--- config.mk ---
export PLATFORM = sky130hd
export DESIGN_NAME = vga_timing_monitor
export DESIGN_NICKNAME = d
export VERILOG_FILES = /design/src/rtl/vga_timing_monitor.sv
export SDC_FILE = /design/constraint.sdc
export NUM_CORES = 1
export LEC_CHECK = 0
export CAP_MARGIN = 10
export CORE_MARGIN = 2
export CORE_UTILIZATION = 41
export CTS_BUF_LIST = sky130_fd_sc_hd__clkbuf_4
export CTS_CLUSTER_DIAMETER = 150
export CTS_CLUSTER_SIZE = 14
export DETAILED_ROUTE_END_ITERATION = 8
export SETUP_SLACK_MARGIN = 0.4
export SLEW_MARGIN = 25
export SYNTH_ARGS = -nofsm -noshare
export SYNTH_HDL_FRONTEND = slang
export SYNTH_SLANG_ARGS = --single-unit
--- constraint.sdc ---
create_clock -name CLOCK_50 -period 3 [get_ports CLOCK_50]
set_clock_uncertainty 0.1 [all_clocks]
set_input_delay 0.6 -clock CLOCK_50 [delete_from_list [all_inputs] [get_ports CLOCK_50]]
set_output_delay 0.6 -clock CLOCK_50 [all_outputs]
set_load 0.01 [all_outputs]
--- src/rtl/vga_timing_monitor.sv ---
// Receive-side VGA timing monitor: recovers row/col from HS/VS/blank, measures
// line and frame geometry, and declares lock when it matches the configured mode.
module vga_timing_monitor #(
    parameter int H_TOTAL         = 800,
    parameter int H_ACTIVE        = 640,
    parameter int V_TOTAL         = 525,
    parameter int V_ACTIVE        = 480,
    parameter int PIXEL_DIV       = 2,
    parameter int SYNC_ACTIVE_LOW = 1
) (
    input  logic        CLOCK_50,
    input  logic        reset,
    input  logic        HS,
    input  logic        VS,
    input  logic        blank,
    input  logic        clear_err,
    output logic [9:0]  row,
    output logic [9:0]  col,
    output logic        pixel_valid,
    output logic        locked,
    output logic        lock_lost,
    output logic        err_hline,
    output logic        err_vframe,
    output logic        err_hactive,
    output logic        err_vactive,
    output logic [11:0] meas_line_clks,
    output logic [9:0]  meas_lines,
    output logic [15:0] frame_count
);
    localparam int LINE_CLKS = H_TOTAL * PIXEL_DIV;
    localparam int ACT_CLKS  = H_ACTIVE * PIXEL_DIV;
    localparam int TIMEOUT   = 2 * LINE_CLKS;

    typedef enum logic [1:0] {ST_UNLOCKED, ST_MEASURE, ST_LOCKED} state_t;
    state_t state_q, state_d;

    logic        hs_q, hs_d, vs_q, vs_d, blank_q, blank_d;
    logic        hs_prev_q, vs_prev_q, blank_prev_q;
    logic [11:0] clk_cnt_q, clk_cnt_d, act_clk_q, act_clk_d;
    logic        line_act_q, line_act_d;
    logic [9:0]  line_cnt_q, line_cnt_d, act_lines_q, act_lines_d;
    logic [7:0]  phase_q, phase_d;
    logic [9:0]  col_cnt_q, col_cnt_d, row_cnt_q, row_cnt_d;
    logic [9:0]  row_q, row_d, col_q, col_d;
    logic        pixel_valid_q, pixel_valid_d, lock_lost_q, lock_lost_d;
    logic        err_hline_q, err_hline_d, err_vframe_q, err_vframe_d;
    logic        err_hactive_q, err_hactive_d, err_vactive_q, err_vactive_d;
    logic [11:0] meas_line_clks_q, meas_line_clks_d;
    logic [9:0]  meas_lines_q, meas_lines_d;
    logic [15:0] frame_count_q, frame_count_d;

    logic        hs_edge, vs_edge, first_unblank, timeout;
    logic        hline_fail, hact_fail, vframe_fail, vact_fail, frame_ok;
    logic [12:0] line_len, act_len;
    logic [10:0] v_cmp;

    always_comb begin
        hs_d    = (SYNC_ACTIVE_LOW != 0) ? ~HS : HS;
        vs_d    = (SYNC_ACTIVE_LOW != 0) ? ~VS : VS;
        blank_d = blank;

        hs_edge       = hs_q & ~hs_prev_q;
        vs_edge       = vs_q & ~vs_prev_q;
        first_unblank = ~blank_q & ~line_act_q;
        // The edge cycle closes the line being measured, so it is counted in both lengths.
        line_len = {1'b0, clk_cnt_q} + 13'd1;
        act_len  = {1'b0, act_clk_q} + {12'd0, ~blank_q};
        v_cmp    = {1'b0, line_cnt_q} + {10'd0, hs_edge};

        hline_fail  = hs_edge && (line_len != 13'(LINE_CLKS));
        hact_fail   = hs_edge && (act_len != 13'd0) && (act_len != 13'(ACT_CLKS));
        vframe_fail = vs_edge && (v_cmp != 11'(V_TOTAL));
        vact_fail   = vs_edge && (act_lines_q != 10'(V_ACTIVE));
        frame_ok    = vs_edge && !vframe_fail && !vact_fail;
        timeout     = clk_cnt_q >= 12'(TIMEOUT);

        state_d = state_q;
        case (state_q)
            ST_UNLOCKED: if (vs_edge) state_d = ST_MEASURE;
            ST_MEASURE: begin
                if (hline_fail || hact_fail)  state_d = ST_UNLOCKED;
                else if (vs_edge)             state_d = frame_ok ? ST_LOCKED : ST_UNLOCKED;
            end
            ST_LOCKED: begin
                if (hline_fail || hact_fail || vframe_fail || vact_fail || timeout)
                    state_d = ST_UNLOCKED;
            end
            default: state_d = ST_UNLOCKED;
        endcase
        lock_lost_d   = (state_q == ST_LOCKED) && (state_d != ST_LOCKED);
        frame_count_d = (state_q == ST_LOCKED && frame_ok) ? frame_count_q + 16'd1 : frame_count_q;

        clk_cnt_d        = hs_edge ? 12'd0 : ((clk_cnt_q == 12'hFFF) ? clk_cnt_q : clk_cnt_q + 12'd1);
        meas_line_clks_d = hs_edge ? (line_len[12] ? 12'hFFF : line_len[11:0]) : meas_line_clks_q;
        act_clk_d        = hs_edge ? 12'd0
                         : ((~blank_q && act_clk_q != 12'hFFF) ? act_clk_q + 12'd1 : act_clk_q);
        line_act_d       = hs_edge ? 1'b0 : (line_act_q | ~blank_q);

        line_cnt_d   = vs_edge ? 10'd0
                     : ((hs_edge && line_cnt_q != 10'h3FF) ? line_cnt_q + 10'd1 : line_cnt_q);
        meas_lines_d = vs_edge ? (v_cmp[10] ? 10'h3FF : v_cmp[9:0]) : meas_lines_q;
        act_lines_d  = vs_edge ? 10'd0
                     : ((first_unblank && act_lines_q != 10'h3FF) ? act_lines_q + 10'd1 : act_lines_q);

        err_hline_d   = ((state_q != ST_UNLOCKED) && hline_fail)  ? 1'b1 : (clear_err ? 1'b0 : err_hline_q);
        err_hactive_d = ((state_q != ST_UNLOCKED) && hact_fail)   ? 1'b1 : (clear_err ? 1'b0 : err_hactive_q);
        err_vframe_d  = ((state_q != ST_UNLOCKED) && vframe_fail) ? 1'b1 : (clear_err ? 1'b0 : err_vframe_q);
        err_vactive_d = ((state_q != ST_UNLOCKED) && vact_fail)   ? 1'b1 : (clear_err ? 1'b0 : err_vactive_q);

        phase_d   = phase_q;
        col_cnt_d = col_cnt_q;
        if (hs_edge) begin
            phase_d   = 8'd0;
            col_cnt_d = 10'd0;
        end else if (~blank_q) begin
            if (phase_q == 8'(PIXEL_DIV - 1)) begin
                phase_d   = 8'd0;
                col_cnt_d = col_cnt_q + 10'd1;
            end else begin
                phase_d = phase_q + 8'd1;
            end
        end
        row_cnt_d = vs_edge ? 10'd0 : ((blank_q && ~blank_prev_q) ? row_cnt_q + 10'd1 : row_cnt_q);

        // Coordinates only follow the visible region; they hold through blanking.
        row_d = row_q;
        col_d = col_q;
        if (~blank_q) begin
            row_d = row_cnt_q;
            col_d = hs_edge ? 10'd0 : col_cnt_q;
        end
        pixel_valid_d = (state_q == ST_LOCKED) && ~blank_q;
    end

    always_ff @(posedge CLOCK_50) begin
        if (reset) begin
            state_q          <= ST_UNLOCKED;
            hs_q             <= 1'b0;
            vs_q             <= 1'b0;
            blank_q          <= 1'b1;
            hs_prev_q        <= 1'b0;
            vs_prev_q        <= 1'b0;
            blank_prev_q     <= 1'b1;
            clk_cnt_q        <= '0;
            act_clk_q        <= '0;
            line_act_q       <= 1'b0;
            line_cnt_q       <= '0;
            act_lines_q      <= '0;
            phase_q          <= '0;
            col_cnt_q        <= '0;
            row_cnt_q        <= '0;
            row_q            <= '0;
            col_q            <= '0;
            pixel_valid_q    <= 1'b0;
            lock_lost_q      <= 1'b0;
            err_hline_q      <= 1'b0;
            err_vframe_q     <= 1'b0;
            err_hactive_q    <= 1'b0;
            err_vactive_q    <= 1'b0;
            meas_line_clks_q <= '0;
            meas_lines_q     <= '0;
            frame_count_q    <= '0;
        end else begin
            state_q          <= state_d;
            hs_q             <= hs_d;
            vs_q             <= vs_d;
            blank_q          <= blank_d;
            hs_prev_q        <= hs_q;
            vs_prev_q        <= vs_q;
            blank_prev_q     <= blank_q;
            clk_cnt_q        <= clk_cnt_d;
            act_clk_q        <= act_clk_d;
            line_act_q       <= line_act_d;
            line_cnt_q       <= line_cnt_d;
            act_lines_q      <= act_lines_d;
            phase_q          <= phase_d;
            col_cnt_q        <= col_cnt_d;
            row_cnt_q        <= row_cnt_d;
            row_q            <= row_d;
            col_q            <= col_d;
            pixel_valid_q    <= pixel_valid_d;
            lock_lost_q      <= lock_lost_d;
            err_hline_q      <= err_hline_d;
            err_vframe_q     <= err_vframe_d;
            err_hactive_q    <= err_hactive_d;
            err_vactive_q    <= err_vactive_d;
            meas_line_clks_q <= meas_line_clks_d;
            meas_lines_q     <= meas_lines_d;
            frame_count_q    <= frame_count_d;
        end
    end

    assign row            = row_q;
    assign col            = col_q;
    assign pixel_valid    = pixel_valid_q;
    assign locked         = (state_q == ST_LOCKED);
    assign lock_lost      = lock_lost_q;
    assign err_hline      = err_hline_q;
    assign err_vframe     = err_vframe_q;
    assign err_hactive    = err_hactive_q;
    assign err_vactive    = err_vactive_q;
    assign meas_line_clks = meas_line_clks_q;
    assign meas_lines     = meas_lines_q;
    assign frame_count    = frame_count_q;
endmodule

## Word-level counts from Yosys, hierarchy flattened

Cells that the tools add are included.

| operators by class | value |
|---|---|
| $add $sub $neg | 11 |
| order comparisons | 1 |
| eq/ne operators | 12 |
| multiplexer cells | 15 |
| bitwise gates (word level) | 11 |
| reduce and logical (&&, ||, !) cells | 34 |

Operators with widths:

| operator | number |
|---|---|
| adder 10 x 1 -> 10 bit, second input constant | 4 |
| inequality test 13 x 11 -> 1 bit, second input constant | 2 |
| adder 12 x 1 -> 12 bit, second input constant | 2 |
| 2-to-1 mux 10 bit | 2 |
| inequality test 10 bit, second input constant | 2 |
| logical AND 1 bit | 18 |
| adder 16 x 1 -> 16 bit, second input constant | 1 |
| adder 12 x 1 -> 13 bit | 1 |
| adder 12 x 1 -> 13 bit, second input constant | 1 |
| nonzero test 13 bit | 1 |
| == test 12 bit, second input constant | 1 |
| greater-or-equal comparator 12 bit, second input constant | 1 |
| 2-to-1 mux 12 bit | 1 |
| inequality test 12 bit, second input constant | 1 |
| adder 10 x 1 -> 11 bit | 1 |
| inequality test 11 x 10 -> 1 bit, second input constant | 1 |
| 2-to-1 mux 2 bit | 5 |
| inequality test 10 x 9 -> 1 bit, second input constant | 1 |
| nonzero test 2 bit | 5 |
| adder 8 x 1 -> 8 bit, second input constant | 1 |
| == test 8 x 1 -> 1 bit, second input constant | 1 |
| 2-to-1 mux 8 bit | 1 |
| NOT 1 bit | 7 |
| one-hot mux 2 bit (3 select lines) | 1 |
| 11 further kinds | 22 |

| word-level totals | value |
|---|---|
| bits in registers | 145 |
| input port bits | 6 |
| output and inout bits | 65 |
| logic and storage cells | 110 |

## Depth between registers and ports, before layout

| logic depth | value |
|---|---|
| depth after elaboration | 14 |
| gate-level depth with buffers | 11 |

## Least setup slack after synthesis

No wires, ideal clock.

| timing | value |
|---|---|
| kind | flip-flop to flip-flop |
| from | register hs_prev_q |
| to | register frame_count_q[4], in the netlist frame_count[4] |
| arrival time | 2662 ps |
| path slack | 115 ps |
| cell stages (with the launch flop) | 12 |
| path buffers | 1 |
| clock period less this slack | 2885 ps |
| cell sequence | dfxtp_1 -> nand2b_1 -> inv_1 -> ha_1 -> ha_1 -> nand3_1 -> a211o_1 -> a2111o_1 -> nor4_1 -> buf_2 -> nand3_1 -> mux2_1 |

| between the ends | value |
|---|---|
| cells in the longest elaborated chain, start to end | 9 |

Ends and longest elaborated chain:

| what | RTL line | source |
|---|---|---|
| from (decl) | 38 | `logic hs_prev_q, vs_prev_q, blank_prev_q;` |
| from (signal assigned) | 168 | `hs_prev_q <= hs_q;` |
| NOT 1 bit | 62 | `hs_edge = hs_q & ~hs_prev_q;` |
| AND 1 bit | 62 |  |
| named net hs_edge | 52 | `logic hs_edge, vs_edge, first_unblank, timeout;` |
| adder 10 x 1 -> 11 bit | 68 | `v_cmp = {1'b0, line_cnt_q} + {10'd0, hs_edge};` |
| inequality test 11 x 10 -> 1 bit | 72 | `vframe_fail = vs_edge && (v_cmp != 11'(V_TOTAL));` |
| logical AND 1 bit | 72 |  |
| logical NOT 1 bit | 74 | `frame_ok = vs_edge && !vframe_fail && !vact_fail;` |
| logical AND 1 bit (2 in a row) | 74 |  |
| logical AND 1 bit | 91 | `frame_count_d = (state_q == ST_LOCKED && frame_ok) ? frame_count_q + 16'd1 : frame_count_q;` |
| to (signal assigned) | 189 | `frame_count_q <= frame_count_d;` |
| to (decl) | 50 | `logic [15:0] frame_count_q, frame_count_d;` |

The timed path passes the listed nets, and every way through them passes these cells.
A chain may end at the register's enable or synchronous reset.

## Worst setup path after layout

| timing | value |
|---|---|
| from | register hs_prev_q |
| to | register frame_count_q[2], in the netlist frame_count[2] |

Same word-level chain as after synthesis.

==> results.json <==
{
  "syn_inst": 775,
  "routed_via_density": 5.24,
  "crit_path_end_kind": "register",
  "grt-ovfl-total": 0,
  "seq_area_frac_synth": 0.436,
  "vias": 5607,
  "initial_core_util": 0.419,
  "clock_sinks": 145,
  "grt_use_total": 0.183,
  "synthesis.nets": 797,
  "ys.flop_type": "dfxtp_1",
  "clk_pin_slew_ns": 0.12,
  "reg2reg_depth": 9,
  "place_inst": 1031,
  "core_um2": 15900,
  "dpl.hpwl_um": 10800,
  "r2r_end": "frame_count[2]",
  "drv_cap": 0,
  "clock_path_buffers": 2,
  "antenna_left": 0,
  "cts_root_buf": "clkbuf_4",
  "r2r_setup_slack_ns": 0.16,
  "syn_area_um2": 6650,
  "ys_top_cells_by_count": "145 x dfxtp_1, 134 x nor2_1, 47 x nand2_1",
  "fin_setup_tns_ns": 0,
  "grt_pass1_vias": 5451,
  "cts.htree.levels": 4,
  "die_w_um": 131,
  "holdPathEnd": "meas_line_clks[1]",
  "min_from": "meas_line_clks[1]",
  "pwr_density_cell_nw_per_um2": 437,
  "pin_count": 71,
  "synth_top_area_cell": "dfxtp_1",
  "period_share": 0.946,
  "critPathSlowestCell": "or4_4",
  "postSynth.asyncResetShare": 0,
  "rows": 46,
  "route.detailed.drc": 0,
  "min_path_cells": 2,
  "grt_max_degree": 46,
  "grt_pass1_wl_um": 26100,
  "drt-pass1-iter-count": 4,
  "worst_slew_pin_slew_ns": 0.793,
  "wirelength_um": 15500,
  "syn_avg_cell_area_um2": 8.58,
  "cp_max_fo": 3,
  "cts_inserted_buffers": 17,
  "synth_edf_count": 0,
  "die_h_um": 131,
  "clk_latency_ns": 0.54,
  "antenna_found_initial": 1,
  "crit_path_max_incr_delay_ns": 0.58,
  "relSlewSlack": 0.469,
  "fin_crit_ns": 2.84,
  "place_congestion": 0.779,
  "hold_class": "register to register",
  "drt-initial-drc-count": 344,
  "fmax_mhz": 352,
  "ys_types": 55,
  "report.final.slew_viol_count": 0,
  "wl_per_cell_um": 14.5,
  "die_area_um2": 17300,
  "place.port_buffers": 70,
  "r2r_start": "hs_prev_q",
  "arrival_ns": 3.23,
  "startpoint_type": "register",
  "layout.cells.non_filler": 1071,
  "grt_setup_unrepaired": "yes",
  "path_class": "register to register",
  "cts_tree": "done",
  "yosys-top-cells-area": "dfxtp_1 44%, nor2_1 7.6%, xor2_1 4.6%",
  "dp_slack_ns": 0.141,
  "drive_above_1_share": 0.108,
  "ys_ff_latch": 145,
  "synth_most_common_cell": "dfxtp_1",
  "fin_nets": 865,
  "worst_slack_ns": 0.162,
  "vdd_drop_max_mv": 0.309,
  "crit_chain": "nand2b_4 -> inv_6 -> ha_4 -> ha_4 -> or4_4 -> a2111o_1 -> or4_4 -> or3_4 -> a21oi_2",
  "status": "complete, no violations",
  "synth.yosys.warnings": 0,
  "setup_violations": 0,
  "hold_viol_final": 0,
  "power_leakage_uw": 0.00306,
  "timing.critical_path.required_ns": 3.39,
  "area_growth_syn_to_layout_pct": 21.4,
  "synth_top_area_frac": 0.436
}
## worst max-delay path, delay by kind of cell (launching register included)
family	cells	cell delay (ns)
fa+ha+maj	2	0.36
simple gates	4	1.47
compound gates	2	0.47
flops	1	0.35
buf+inv	1	0.04
## timing repair
item                       4_1_cts  5_1_grt
resized for setup               15       13
gates cloned                     1        0
hold endpoints to repair         0        0
hold buffers                     0        0
setup endpoints to repair       18       24
pin swaps                        1        4
setup buffers                    3        5
## registers in the layout, summed over array words and instances (netlist names), 2 cells and up
signal and cells:
clk_cnt_q 12, meas_line_clks 12, state_q 2, row_cnt_q 10
frame_count 16, act_clk_q 12, act_lines_q 10, phase_q 8
col_cnt_q 10, row 10, col 10, line_cnt_q 10
meas_lines 10
## layout by cell type, fill, tap and decap left out, types with 4 or more instances in the layout
master	instances
dfxtp_1	142
nor2_1	134
clkdlybuf4s50_1	69
nand2_1	46
a21oi_1	42
xor2_1	35
xnor2_1	33
nand3_1	25
clkbuf_4	23
and3_1	22
nand4_1	21
o21ai_0	19
buf_4	19
inv_1	18
mux2i_1	18
nor2b_1	18
nand2b_1	13
ha_1	13
or3_1	10
nor3_1	9
a211oi_1	9
nor4_1	8
and4_1	8
a21o_1	8
mux2_2	7
or2_2	5
nand3_2	4
and2_1	4
a31oi_1	4
bufinv_16	4
## kinds of logic after synthesis
family	share of synthesized area
compound gates	0.105
xor+xnor	0.0895
fa+ha+maj	0.0301
buf+inv	0.0372
flops	0.436
mux	0.0440
simple gates	0.258
## layout make-up
type                    count  area [µm²]
well taps                 216         270
fillers                  1535        7810
inverters                  20        80.1
clock inverters             7         135
diodes                      1        2.50
repair buffers             91         861
clock buffers              23         173
flip-flops and latches    145        2910
multi-input cells         568        3640
## per-stage QoR
step           hold slack [ns]  area [µm²]  power (µW)   util
4_1_cts                  0.355        7980        3570  0.502
5_1_grt                  0.386        8070        3690  0.508
3_5_place_dp             0.336        7580        2210  0.477
3_3_place_gp             0.334        7580        2210  0.477
2_1_floorplan            0.329        6700        2140      -
6_report                 0.351        8070        3520  0.508
## per-layer routing
metal / share of wire / up-vias / track usage
met5: 0 / - / 0
met4: 0.019 / 0 / 0.0731
met3: 0.041 / 25 / 0.0448
met2: 0.46 / 106 / 0.300
met1: 0.48 / 2662 / 0.232
li1: - / 2814 / -
## where the power goes
| group | switching (µW) | internal (µW) |
|---|---|---|
| clock network | 646 | 705 |
| registers | 23.6 | 1950 |
| logic | 118 | 80.6 |
| total | 787 | 2740 |
## worst max-delay path by stage
stage,from,to,slack [ns],cells after the start
floorplan,hs_prev_q,frame_count[2],0.30,9
global placement,hs_prev_q,frame_count[2],0.20,9
detailed placement,hs_prev_q,frame_count[2],0.14,9
CTS,hs_prev_q,frame_count[2],0.18,9
global route,hs_prev_q,frame_count[2],0.09,9
finish,hs_prev_q,frame_count[2],0.16,9
No activity file was read; power rests on OpenSTA's default activity.
